===== src/rtl/ppu_bg_shifter.sv =====
// ppu_bg_shifter -- background pixel shifter for the PPU.
//
// Takes fetched tile rows (BPP bitplanes + palette attribute) through a
// valid/ready handshake into a one-entry staging buffer. It then shifts them
// out one pixel every (scalex+1) clocks, with fine horizontal scroll on the
// first tile of a line, optional horizontal flip, and underrun reporting.
//
// Optional feature macro: PPU_BGSHIFT_FLIP_EN
//   defined     -> tile_flip mirrors each plane when the tile is accepted
//   not defined -> tile_flip is ignored and tiles are stored unmodified
//
// Ports (all on the rising edge of clk_25mhz):
//   rst          synchronous active-high reset
//   enable       visible span of a scanline
//   scalex       pixel hold is scalex+1 clocks, sampled at pixel boundaries
//   fine_x       pixels of the first tile to skip, sampled on line start
//   tile_valid / tile_ready / tile_planes / tile_attr / tile_flip
//                tile handshake from the background fetcher
//   pixel_out    {attr, plane[BPP-1] bit .. plane[0] bit}, registered
//   pixel_valid  pixel_out holds a real pixel
//   underrun     one-cycle pulse per pixel period with no tile available

// One bitplane: staging row plus active shift register.
module ppu_bg_plane #(
  parameter int TILE_W = 8,
  parameter int XW     = 3
) (
  input  logic              clk_25mhz,
  input  logic              rst,
  input  logic              flush,
  input  logic              accept,
  input  logic [TILE_W-1:0] din,
  input  logic              load,
  input  logic [XW-1:0]     pre_shift,
  input  logic              shift,
  output logic              msb_nxt
);
  logic [TILE_W-1:0] stage_q, act_q, act_d;

  always_comb begin
    act_d = act_q;
    if (flush)      act_d = '0;
    else if (load)  act_d = stage_q << pre_shift;
    else if (shift) act_d = act_q << 1;
  end

  // The output register samples the next active state so that the first
  // pixel appears one cycle after the line-start cycle.
  assign msb_nxt = act_d[TILE_W-1];

  always_ff @(posedge clk_25mhz) begin
    if (rst) begin
      stage_q <= '0;
      act_q   <= '0;
    end else begin
      act_q <= act_d;
      if (flush)       stage_q <= '0;
      else if (accept) stage_q <= din;
    end
  end
endmodule

module ppu_bg_shifter #(
  parameter  int BPP     = 2,
  parameter  int TILE_W  = 8,
  parameter  int SCALE_W = 2,
  parameter  int PAL_W   = 2,
  localparam int XW      = $clog2(TILE_W)
) (
  input  logic                  clk_25mhz,
  input  logic                  rst,
  input  logic                  enable,
  input  logic [SCALE_W-1:0]    scalex,
  input  logic [XW-1:0]         fine_x,
  input  logic                  tile_valid,
  output logic                  tile_ready,
  input  logic [BPP*TILE_W-1:0] tile_planes,
  input  logic [PAL_W-1:0]      tile_attr,
  input  logic                  tile_flip,
  output logic [PAL_W+BPP-1:0]  pixel_out,
  output logic                  pixel_valid,
  output logic                  underrun
);
  localparam logic [XW:0] TILE_CNT = (XW+1)'(TILE_W);

  logic               en_d, line_start, running, flush, accept, boundary;
  logic               stage_full, act_loaded, act_loaded_d;
  logic [PAL_W-1:0]   stage_attr, act_attr, attr_d;
  logic [XW:0]        pix_cnt, pix_d;
  logic [SCALE_W-1:0] scale_cnt, scale_d;
  logic               do_load, do_shift, valid_d;
  logic [XW-1:0]      pre_shift;
  logic [BPP-1:0]     msb_nxt;

  assign line_start = enable & ~en_d;
  assign running    = enable & en_d;
  assign flush      = ~enable & en_d;
  assign tile_ready = ~stage_full & ~rst & ~flush;
  assign accept     = tile_valid & tile_ready;
  assign boundary   = line_start | (running & (scale_cnt == '0));

  for (genvar p = 0; p < BPP; p++) begin : g_plane
    logic [TILE_W-1:0] raw, din;
    assign raw = tile_planes[p*TILE_W +: TILE_W];
`ifdef PPU_BGSHIFT_FLIP_EN
    logic [TILE_W-1:0] rev;
    always_comb begin
      for (int i = 0; i < TILE_W; i++) rev[i] = raw[TILE_W-1-i];
    end
    assign din = tile_flip ? rev : raw;
`else
    assign din = raw;
`endif
    ppu_bg_plane #(.TILE_W(TILE_W), .XW(XW)) u_plane (
      .clk_25mhz (clk_25mhz),
      .rst       (rst),
      .flush     (flush),
      .accept    (accept),
      .din       (din),
      .load      (do_load),
      .pre_shift (pre_shift),
      .shift     (do_shift),
      .msb_nxt   (msb_nxt[p])
    );
  end

`ifndef PPU_BGSHIFT_FLIP_EN
  logic unused_flip;
  assign unused_flip = tile_flip;
`endif

  // Next-state for the active side. Staging never feeds active in the
  // cycle it is written, so a load always uses the registered stage_full.
  always_comb begin
    do_load      = 1'b0;
    do_shift     = 1'b0;
    pre_shift    = '0;
    act_loaded_d = act_loaded;
    attr_d       = act_attr;
    pix_d        = pix_cnt;
    scale_d      = scale_cnt;
    if (line_start) begin
      scale_d = scalex;
      if (stage_full) begin
        do_load      = 1'b1;
        pre_shift    = fine_x;
        act_loaded_d = 1'b1;
        attr_d       = stage_attr;
        pix_d        = TILE_CNT - {1'b0, fine_x};
      end else begin
        act_loaded_d = 1'b0;
        pix_d        = '0;
      end
    end else if (running) begin
      if (scale_cnt != '0) begin
        scale_d = scale_cnt - SCALE_W'(1);
      end else begin
        scale_d = scalex;
        if (act_loaded && pix_cnt != (XW+1)'(1)) begin
          do_shift = 1'b1;
          pix_d    = pix_cnt - (XW+1)'(1);
        end else if (stage_full) begin
          // Tile exhausted (or recovering from underrun): refill unshifted.
          do_load      = 1'b1;
          act_loaded_d = 1'b1;
          attr_d       = stage_attr;
          pix_d        = TILE_CNT;
        end else begin
          act_loaded_d = 1'b0;
          pix_d        = '0;
        end
      end
    end else begin
      // Blank (including the flush cycle): everything parks at zero.
      act_loaded_d = 1'b0;
      attr_d       = '0;
      pix_d        = '0;
      scale_d      = '0;
    end
  end

  assign valid_d = enable & act_loaded_d;

  always_ff @(posedge clk_25mhz) begin
    if (rst) begin
      en_d        <= 1'b0;
      stage_full  <= 1'b0;
      stage_attr  <= '0;
      act_loaded  <= 1'b0;
      act_attr    <= '0;
      pix_cnt     <= '0;
      scale_cnt   <= '0;
      pixel_out   <= '0;
      pixel_valid <= 1'b0;
      underrun    <= 1'b0;
    end else begin
      en_d        <= enable;
      act_loaded  <= act_loaded_d;
      act_attr    <= attr_d;
      pix_cnt     <= pix_d;
      scale_cnt   <= scale_d;
      pixel_valid <= valid_d;
      pixel_out   <= valid_d ? {attr_d, msb_nxt} : '0;
      underrun    <= enable & boundary & ~act_loaded_d;
      if (flush) begin
        stage_full <= 1'b0;
        stage_attr <= '0;
      end else if (accept) begin
        stage_full <= 1'b1;
        stage_attr <= tile_attr;
      end else if (do_load) begin
        stage_full <= 1'b0;
      end
    end
  end
endmodule


===== config.mk =====
export PLATFORM = sky130hd
export DESIGN_NAME = ppu_bg_shifter
export DESIGN_NICKNAME = d
export VERILOG_FILES = /design/src/rtl/ppu_bg_shifter.sv
export SDC_FILE = /design/constraint.sdc
export NUM_CORES = 1
export LEC_CHECK = 0
export BUFFER_PORTS_ARGS = -buffer_cell sky130_fd_sc_hd__buf_2
export CORE_MARGIN = 2
export CORE_UTILIZATION = 50
export DETAILED_ROUTE_END_ITERATION = 8
export HOLD_SLACK_MARGIN = 0.15
export PLACE_DENSITY = 0.73
export SYNTH_ARGS = -nofsm -noshare
export SYNTH_HDL_FRONTEND = slang
export SYNTH_SLANG_ARGS = --single-unit

===== constraint.sdc =====
create_clock -name clk_25mhz -period 1.8 [get_ports clk_25mhz]
set_input_delay 0.09 -clock clk_25mhz [delete_from_list [all_inputs] [get_ports clk_25mhz]]
set_output_delay 0.09 -clock clk_25mhz [all_outputs]
set_load 0.1 [all_outputs]

Word-level counts from Yosys, hierarchy flattened
Index checks and enable logic that the tools add are counted.
{ "word_totals": {"register_bits": 51, "rom_bits": 0, "latchBits": 0, "inputBits": 28, "memories": 0, "output_inout_bits": 7, "mem_bits_rw": 0, "word_cells": 85} }
{ "op_classes": {"magnitude_cmp": 0, "n_shift": 2, "n_bitwise": 18, "n_mux": 37, "reduce_logical": 7, "addsub": 3, "n_eq_ne": 2, "n_div": 0, "n_mul": 0} }
{ "ops": {"columns": ["cell", "n"], "rows": [
  ["2-to-1 mux 8 bit", 6],
  ["2-to-1 mux 4 bit", 6],
  ["2-to-1 mux 2 bit", 8],
  ["left shift 8 x 3 -> 8 bit", 2],
  ["2-to-1 mux 1 bit", 15],
  ["bitwise AND 1 bit", 10],
  ["NOT 1 bit", 7],
  ["2-to-1 mux 3 bit", 2],
  ["nonzero test 2 bit", 3],
  ["inequality test 4 x 1 -> 1 bit (second input constant)", 1],
  ["OR reduction 2 bit", 2],
  ["subtractor 4 x 1 -> 4 bit (second input constant)", 1],
  ["subtractor 4 x 3 -> 4 bit (first input constant)", 1],
  ["inequality test 3 bit (second input constant)", 1],
  ["logical NOT 2 bit", 1],
  ["subtractor 2 x 1 -> 2 bit (second input constant)", 1],
  ["logical AND 1 bit", 1],
  ["OR 1 bit", 1]
]} }

Depth between registers and ports, before layout
Gate-level depths: netlist of the first run.
{ "logic_depth": {"depth_word": 9, "depth_mapped": 9, "mapped_depth_nobuf": 7} }

Cells and area by module
Synthesis of the first run repeated with hierarchy kept, for this count alone.
{ "unflattened": {"hier_cells": 293, "area_unflattened_um2": 2643.8} }
{ "by_module_without_submodules": {"columns": ["mod", "instances", "cells_each", "area_per_inst_um2", "seq_area_each_um2"], "rows": [
  ["ppu_bg_plane", 2, 94, 867.1, 320.3],
  ["ppu_bg_shifter", 1, 105, 909.6, 380.4]
]} }

Worst setup path before layout of the first run
Ideal clock, no wire load.
{ "synth_path": {"path_kind": "register -> output", "from": "register en_d", "to": "output tile_ready", "slack_ns": -0.439, "stages_incl_launch_ff": 5, "n_path_buf": 1, "required_ns": 1.710, "arrival_time_ns": 2.149, "cell_sequence": "dfxtp_1 > nor2b_1 > or2_2 > buf_6 > nor2_1"} }
{ "synth_between": {"elab_chain_cells": 3} }
{ "synth_lines": {"columns": ["item", "line_no", "rtl"], "rows": [
  ["start, declared", "86", "logic en_d, line_start, running, flush, accept, boundary;"],
  ["start signal, assigned", "197", "en_d <= enable;"],
  ["bitwise AND 1 bit", "97", "assign flush = ~enable & en_d;"],
  ["NOT 1 bit", "98", "assign tile_ready = ~stage_full & ~rst & ~flush;"],
  ["bitwise AND 1 bit", "98", null],
  ["end, declared", "76", "output logic tile_ready,"]
]} }
Every way passes these cells.

Worst setup path after layout of the first run
{ "layout_path": {"from": "register pix_cnt[1]", "to": "register g_plane[1].u_plane.act_q[2]"} }
{ "layout_between": {"elab_chain_cells": 7, "elab_cells_between_ends": 12, "classes_between": "eq/ne: 1; mux: 9; reduce/logical: 2"} }
{ "layout_lines": {"columns": ["item", "line_no", "rtl"], "rows": [
  ["start, declared", "89", "logic [XW:0] pix_cnt, pix_d;"],
  ["start signal, assigned", "200", "pix_cnt <= pix_d;"],
  ["inequality test 4 x 1 -> 1 bit (*)", "159", "if (act_loaded && pix_cnt != (XW+1)'(1)) begin"],
  ["logical AND 1 bit (*)", "159", null],
  ["2-to-1 mux 1 bit", "159", null],
  ["2-to-1 mux 1 bit", "155", "if (scale_cnt != '0) begin"],
  ["2-to-1 mux 1 bit", "154", "end else if (running) begin"],
  ["2-to-1 mux 1 bit", "142", "if (line_start) begin"],
  ["2-to-1 mux 8 bit / nonzero test 2 bit (equally long branches)", null, null],
  ["end signal, assigned", "56", "act_q <= act_d;"],
  ["end, declared", "38", "logic [TILE_W-1:0] stage_q, act_q, act_d;"]
]} }
Every way passes the cells marked *; elsewhere a longest branch is shown, timed or not.
A chain may end at the register's enable or synchronous reset.

==> results of run 1 <==
==> layout make-up <==
cell class | count | share of cell area
Clock inverter | 3 | 0.0130
Timing Repair Buffer | 92 | 0.197
Tap cell | 70 | 0.0246
Clock buffer | 5 | 0.0194
Multi-Input combinational cell | 247 | 0.445
Sequential cell | 51 | 0.288
Inverter | 12 | 0.0127
==> per-layer routing <==
layer / vias to the layer above / part of all wire / GRT usage
li1: 1354 / - / -
met1: 1319 / 0.43 / 0.326
met2: 117 / 0.48 / 0.422
met3: 20 / 0.064 / 0.0500
met4: 0 / 0.026 / 0.0982
met5: - / 0 / 0
==> synthesized netlist by cell type, drive strengths merged (2+ instances only) <==
cell,number,area [um2]
a211o,2,17.5
a211oi,3,22.5
a21o,5,37.5
a21oi,24,120
a22oi,14,105
a311oi,2,17.5
a31oi,3,18.8
and2,3,18.8
and3,5,32.5
buf,13,115
clkbuf,11,51.3
dfxtp,51,1020
ha,3,37.5
inv,12,45.0
mux2i,18,180
nand2,52,195
nand2b,3,18.8
nand3,8,40.0
nand3b,3,22.5
nand4b,2,17.5
nor2,23,86.3
nor3,6,30.0
nor4,2,12.5
o211ai,3,22.5
o21a,2,15.0
o21ai,34,174
o221a,2,22.5
o221ai,3,26.3
o2bb2ai,2,17.5
o31ai,3,22.5
==> power by group <==
group | total (mW) | switching, mW | internal, mW
sequential | 1.23 | 0.0478 | 1.18
combinational | 0.492 | 0.271 | 0.222
clock | 0.837 | 0.417 | 0.419
total | 2.55 | 0.736 | 1.82
==> worst reg2reg max path: stages (launching register included) <==
cell and delay [ps]:
dfxtp_2 330, inv_2 60, ha_4 120, or3b_4 420, a2111oi_4 370, o21ai_2 190, nand2b_1 220, a21oi_1 130
==> cells by family (layout without fill, tap and decap cells) <==
group,Yosys count,in the layout
AND/OR/NAND/NOR,113,113
AO/OA/AOI/OAI,111,111
flip-flops,51,51
buffers and inverters,36,112
multiplexers,19,19
adder cells (fa/ha/maj),3,3
XOR/XNOR,1,1
==> how the worst min path moves through the flow <==
stage	end	cells after the start	from	slack (ps)
after floorplan	g_plane[0].u_plane.stage_q[0]$_SDFFE_PP0P_	2	tile_planes[0]	200
after global placement	g_plane[0].u_plane.stage_q[4]$_SDFFE_PP0P_	3	tile_planes[4]	280
after detailed placement	g_plane[0].u_plane.stage_q[5]$_SDFFE_PP0P_	3	tile_planes[5]	290
after CTS	g_plane[1].u_plane.act_q[4]$_SDFFE_PP0P_	5	fine_x[1]	320
after global routing	g_plane[1].u_plane.act_q[4]$_SDFFE_PP0P_	5	fine_x[1]	370
final	g_plane[1].u_plane.act_q[4]$_SDFFE_PP0P_	5	fine_x[1]	340
==> state kept, by name (all words and copies together) (netlist names) <==
| signal | count |
|---|---|
| act_loaded | 1 |
| pix_cnt | 4 |
| scale_cnt | 2 |
| en_d | 1 |
| g_plane.u_plane.stage_q | 16 |
| stage_attr | 2 |
| pixel_out | 4 |
| act_attr | 2 |
| stage_full | 1 |
| pixel_valid | 1 |
| g_plane.u_plane.act_q | 16 |
| underrun | 1 |
==> what timing repair did <==
item | 4_1_cts | 5_1_grt
setup buffers | 2 | 7
gates resized for setup | 8 | 14
pin swaps | 0 | 4
endpoints found under the setup margin | 19 | 41
endpoints found under the hold margin | 27 | 0
hold buffers | 22 | 0
cloned | 0 | 1
==> results_dict.tcl, run 1 <==
set metrics [dict create \
    dp_cells 440 \
    drtIter0Drc 236 \
    start_util 0.525 \
    avgSynthCellArea_um2 8.19 \
    remaining_drc_errors 0 \
    arrival_ps 2150 \
    hp-class "in -> reg" \
    drtAntennaViolNets 0 \
    timing.rr.start "pix_cnt[1]$_SDFFE_PP0P_" \
    clkSinkCount 51 \
    setup_viol 14 \
    r2r_slack_ps -90 \
    cp.required_ps 2060 \
    ys_ff_latch 51 \
    slowest_delay_ps 420 \
    final_cell_mix "nand2_1, dfxtp_1, buf_4" \
    cp_max_fo 8 \
    synthSimpleGateAreaFrac 0.191 \
    finalHoldViolations 0 \
    antenna_cells 0 \
    critical_path_class "reg -> reg" \
    wl_per_cell_um 15.9 \
    power_density_nw_per_um2 718 \
    post-route-period-util 1.05 \
    dieHeight_um 78.0 \
    grt_pass1_vias 2575 \
    grt_antenna_before_repair 0 \
    mostFrequentLayoutCell "nand2_1" \
    path_depth 7 \
    ff2ff_path_depth 7 \
    clock_latency_ps 320 \
    tns_ps -909 \
    yosysWarnings 0 \
    crit_chain "inv_2 > ha_4 > or3b_4 > a2111oi_4 > o21ai_2 > nand2b_1 > a21oi_1" \
    die_w_um 78.0 \
    netlist_instances 334 \
    drv_cap 0 \
    drv_slew 0 \
    hpwlAfterDp_um 5110 \
    setup_slack_ps -91.0 \
    synth_top_family_by_area "compound AO/OA/AOI/OAI gates" \
    grt_start_max_net_pins 37 \
    h-tree-depth 2 \
    yosysSeqAreaShare 0.373 \
    crit_slowest_cell "or3b_4" \
    start_kind "flop" \
    rsz0062_at_grt "true" \
    drt_first_pass_iters 5 \
    fin_skew_ps 7.01 \
    multi_input_area_um2 1580 \
    endpoint_kind "flop" \
    synth_edf_count 0 \
    place_area_um2 3080 \
    numCtsBuffers 5 \
    cts_tree "built" \
    maxSlewHeadroom 0.649 \
    synth_flop_cell "dfxtp_1" \
    layout.area.seq_um2 1020 \
    synthAdderAreaFrac 0.0137 \
    synth_compound_area_frac 0.272 \
    final_util 0.683 \
    synth-xor-area-share 0.00320 \
    grt_usage 0.255 \
    nNetsFinal 440 \
    crit_path_end "g_plane[1].u_plane.act_q[2]$_SDFFE_PP0P_" \
    num_vias 2810 \
    ir_worst_vdd_uv 516 \
    die_area_um2 6080 \
    clk_pin_slew_ps 100 \
    place_congestion 0.949 \
    violations "negative setup slack" \
    worst_pin_slew_ps 521 \
    path_delay_family "compound AO/OA/AOI/OAI gates" \
    grt_overflow 0 \
    ys_types 54 \
    core_um2 5200 \
    instances_no_fill 480 \
    drive_above_1_share 0.244 \
    r2r-end "g_plane[1].u_plane.act_q[2]$_SDFFE_PP0P_" \
    final_area_um2 3550 \
    netlist_area_um2 2740 \
    via_per_inst 5.85 \
    num-fill-cells 419 \
    clock-root-buffer "clkbuf_8" \
    pin_count 35 \
    clock_path_buffers 2 \
    portBuffers 33 \
    power_mw 2.55 \
    leakagePower_nw 1.47 \
    area_delta_synth_final_pct 30.0 \
    fin_crit_ps 1890 \
    max_freq_mhz 529 \
    routed_wl_um 7630 \
    holdWs_ps 338 \
    crit_buf_inv 1 \
    synth-async-reset-ratio 0 \
    dp_slack_ps -182 \
    status "complete, but fails checks" \
    crit_start "pix_cnt[1]$_SDFFE_PP0P_" \
    grt_pass1_wl_um 12200 \
    synth_fp_nets 365 \
    row_count 26 \
    synth_mux_area_frac 0.0700 \
]
Power figures use the tool's default switching activity.
==> run 2, diff against run 1 <==
--- a/config.mk
+++ b/config.mk
@@ -5,6 +5,7 @@
 export SDC_FILE = /design/constraint.sdc
 export NUM_CORES = 1
 export LEC_CHECK = 0
+export ABC_AREA = 1
 export BUFFER_PORTS_ARGS = -buffer_cell sky130_fd_sc_hd__buf_2
 export CORE_MARGIN = 2
 export CORE_UTILIZATION = 50
==> run 2 against run 1 <==
  * Worst hold slack got worse by 170 ps
  * Sequential share of layout area rose by 1.3 points
  * Largest power group unchanged
  * First-iteration DRC count fell by 56%
  * The run now ends clean
  * Core utilization fell by 5.5 points
  * Sequential cell count did not move
  * Synthesized area rose by 0.73%
  * Global-route usage fell by 1.5 points
==> results_dict.tcl, run 2 <==
set metrics [dict create \
    crit_start "rst" \
    die_w_um 78.2 \
    synth_common_cells "nand2_1, dfxtp_1, nand3_1" \
    num-fill-cells 541 \
    row_count 27 \
    post-route-period-util 0.939 \
    holdWs_ps 164 \
    yosysSeqAreaShare 0.371 \
    final_cell_mix "nand2_1, dfxtp_1, nand3_1" \
    yosysWarnings 0 \
    ys_types 37 \
    setup_viol 0 \
    avgSynthCellArea_um2 6.89 \
    die_area_um2 6120 \
    drtIter0Drc 105 \
    area_delta_synth_final_pct 23.3 \
    grt_overflow 0 \
    power_density_nw_per_um2 742 \
    leakagePower_nw 1.50 \
    wl_per_cell_um 12.4 \
    worst_pin_slew_ps 555 \
    dp_cells 502 \
    clk_pin_slew_ps 90 \
    remaining_drc_errors 0 \
    setup_slack_ps 109 \
    cts_tree "built" \
    drv_slew 0 \
    routed_wl_um 6680 \
    mostFrequentLayoutCell "nand2_1" \
    drtAntennaViolNets 0 \
    r2r-end "g_plane[1].u_plane.act_q[4]$_SDFFE_PP0P_" \
    drt_first_pass_iters 5 \
    place_area_um2 3010 \
    grt_start_max_net_pins 28 \
    multi_input_area_um2 1460 \
    clock-root-buffer "clkbuf_8" \
    grt_usage 0.240 \
    clock_latency_ps 300 \
    drv_cap 0 \
    finalHoldViolations 0 \
    fin_crit_ps 1690 \
    netlist_instances 400 \
    core_um2 5410 \
    synth_flop_cell "dfxtp_1" \
    fin_skew_ps 6.95 \
    start_kind "primary input" \
    netlist_top_cells_area "dfxtp_1, nand2_1, nand3_1" \
    maxSlewHeadroom 0.630 \
    portBuffers 33 \
    numCtsBuffers 5 \
    ir_worst_vdd_uv 428 \
    clock_path_buffers 2 \
    timing.rr.start "pix_cnt[1]$_SDFFE_PP0P_" \
    netlist_area_um2 2760 \
    synth_fp_nets 431 \
    critical_path_class "in -> out" \
    grt_use_met2 0.401 \
    arrival_ps 1600 \
    crit_path_end "tile_ready" \
    pin_count 35 \
    busiest_layer "met2" \
    nNetsFinal 496 \
    dp_slack_ps 153 \
    synth-async-reset-ratio 0 \
    synth_most_common_cell "nand2_1" \
    final_area_um2 3400 \
    grt_antenna_before_repair 0 \
    grt_pass1_wl_um 11700 \
    ys_ff_latch 51 \
    antenna_cells 0 \
    max_freq_mhz 592 \
    instances_no_fill 537 \
    layout.area.seq_um2 1020 \
    largestRegisters "g_plane.u_plane.act_q (16), g_plane.u_plane.stage_q (16)" \
    place_congestion 0.890 \
    power_mw 2.52 \
    synth.top_cell.area_share 0.371 \
    hpwlAfterDp_um 4700 \
    grt_pass1_vias 2552 \
    endpoint_kind "primary output" \
    met3_usage 0.0471 \
    drive_above_1_share 0.196 \
    cp_max_fo 14 \
    ff2ff_path_depth 10 \
    synth_edf_count 0 \
    hp-class "in -> reg" \
    clkSinkCount 51 \
    cp.required_ps 1710 \
    num_vias 2691 \
    status "finished, final reports clean" \
    dieHeight_um 78.2 \
    via_per_inst 5.01 \
    r2r_slack_ps 200 \
    start_util 0.510 \
    gr-usage-met1 0.300 \
    synth.largest_area_cell "dfxtp_1" \
    h-tree-depth 2 \
]
[run 2: how the worst min path moves through the flow]
stage / from / endpoint / slack [ps] / cells past startpoint
after floorplan: tile_planes[2] / g_plane[0].u_plane.stage_q[2]$_SDFFE_PP0P_ / 200 / 2
after global placement: tile_attr[0] / stage_attr[0]$_SDFFE_PP0P_ / 290 / 3
after detailed placement: tile_planes[15] / g_plane[1].u_plane.stage_q[7]$_SDFFE_PP0P_ / 300 / 3
after CTS: fine_x[0] / pix_cnt[3]$_SDFFE_PP0P_ / 150 / 4
after global routing: fine_x[0] / pix_cnt[3]$_SDFFE_PP0P_ / 200 / 4
final: fine_x[0] / pix_cnt[3]$_SDFFE_PP0P_ / 160 / 4
[run 2: logic make-up after synthesis]
kind of cell,after synthesis,share of synthesized area
adder cells (fa/ha/maj),3,0.0136
AO/OA/AOI/OAI,77,0.150
buffers and inverters,63,0.104
flip-flops,51,0.371
AND/OR/NAND/NOR,204,0.356
XOR/XNOR,2,0.00636
[run 2: per-stage QoR]
step,TNS [ps],utilization
after CTS,0,0.622
final,0,0.628
after detailed placement,0,0.557
after global placement,0,0.557
after global routing,-25.7,0.628
after floorplan,0,-
[run 2: critical path, stage by stage]
cell	delay [ps]
dlygate4sd3_1	530
buf_2	190
inv_1	150
nand2_2	90
buf_4	200
nor2_2	160
buf_12	190
[run 2: repair_timing]
action,4_1_cts,5_1_grt
setup endpoints to repair,0,9
hold buffers,25,0
resized for setup,0,4
endpoints found under the hold margin,28,0
buffers inserted,0,3
[run 2: metal layers]
metal,vias up,part of all wire
met5,-,0
met4,0,0.028
met3,16,0.038
met2,57,0.47
met1,1195,0.46
li1,1423,-
[run 2: area by class of cell]
| class | instances | share of cell area |
|---|---|---|
| Tap cell | 72 | 0.0265 |
| Clock inverter | 1 | 0.00884 |
| Clock buffer | 6 | 0.0214 |
| Multi-Input combinational cell | 286 | 0.430 |
| Inverter | 50 | 0.0564 |
| Sequential cell | 51 | 0.301 |
| Timing Repair Buffer | 71 | 0.155 |
[run 2: where the power goes]
part / internal [mW] / switching, mW / total (mW)
sequential: 1.19 / 0.0374 / 1.22
clock: 0.408 / 0.364 / 0.772
combinational: 0.200 / 0.323 / 0.523
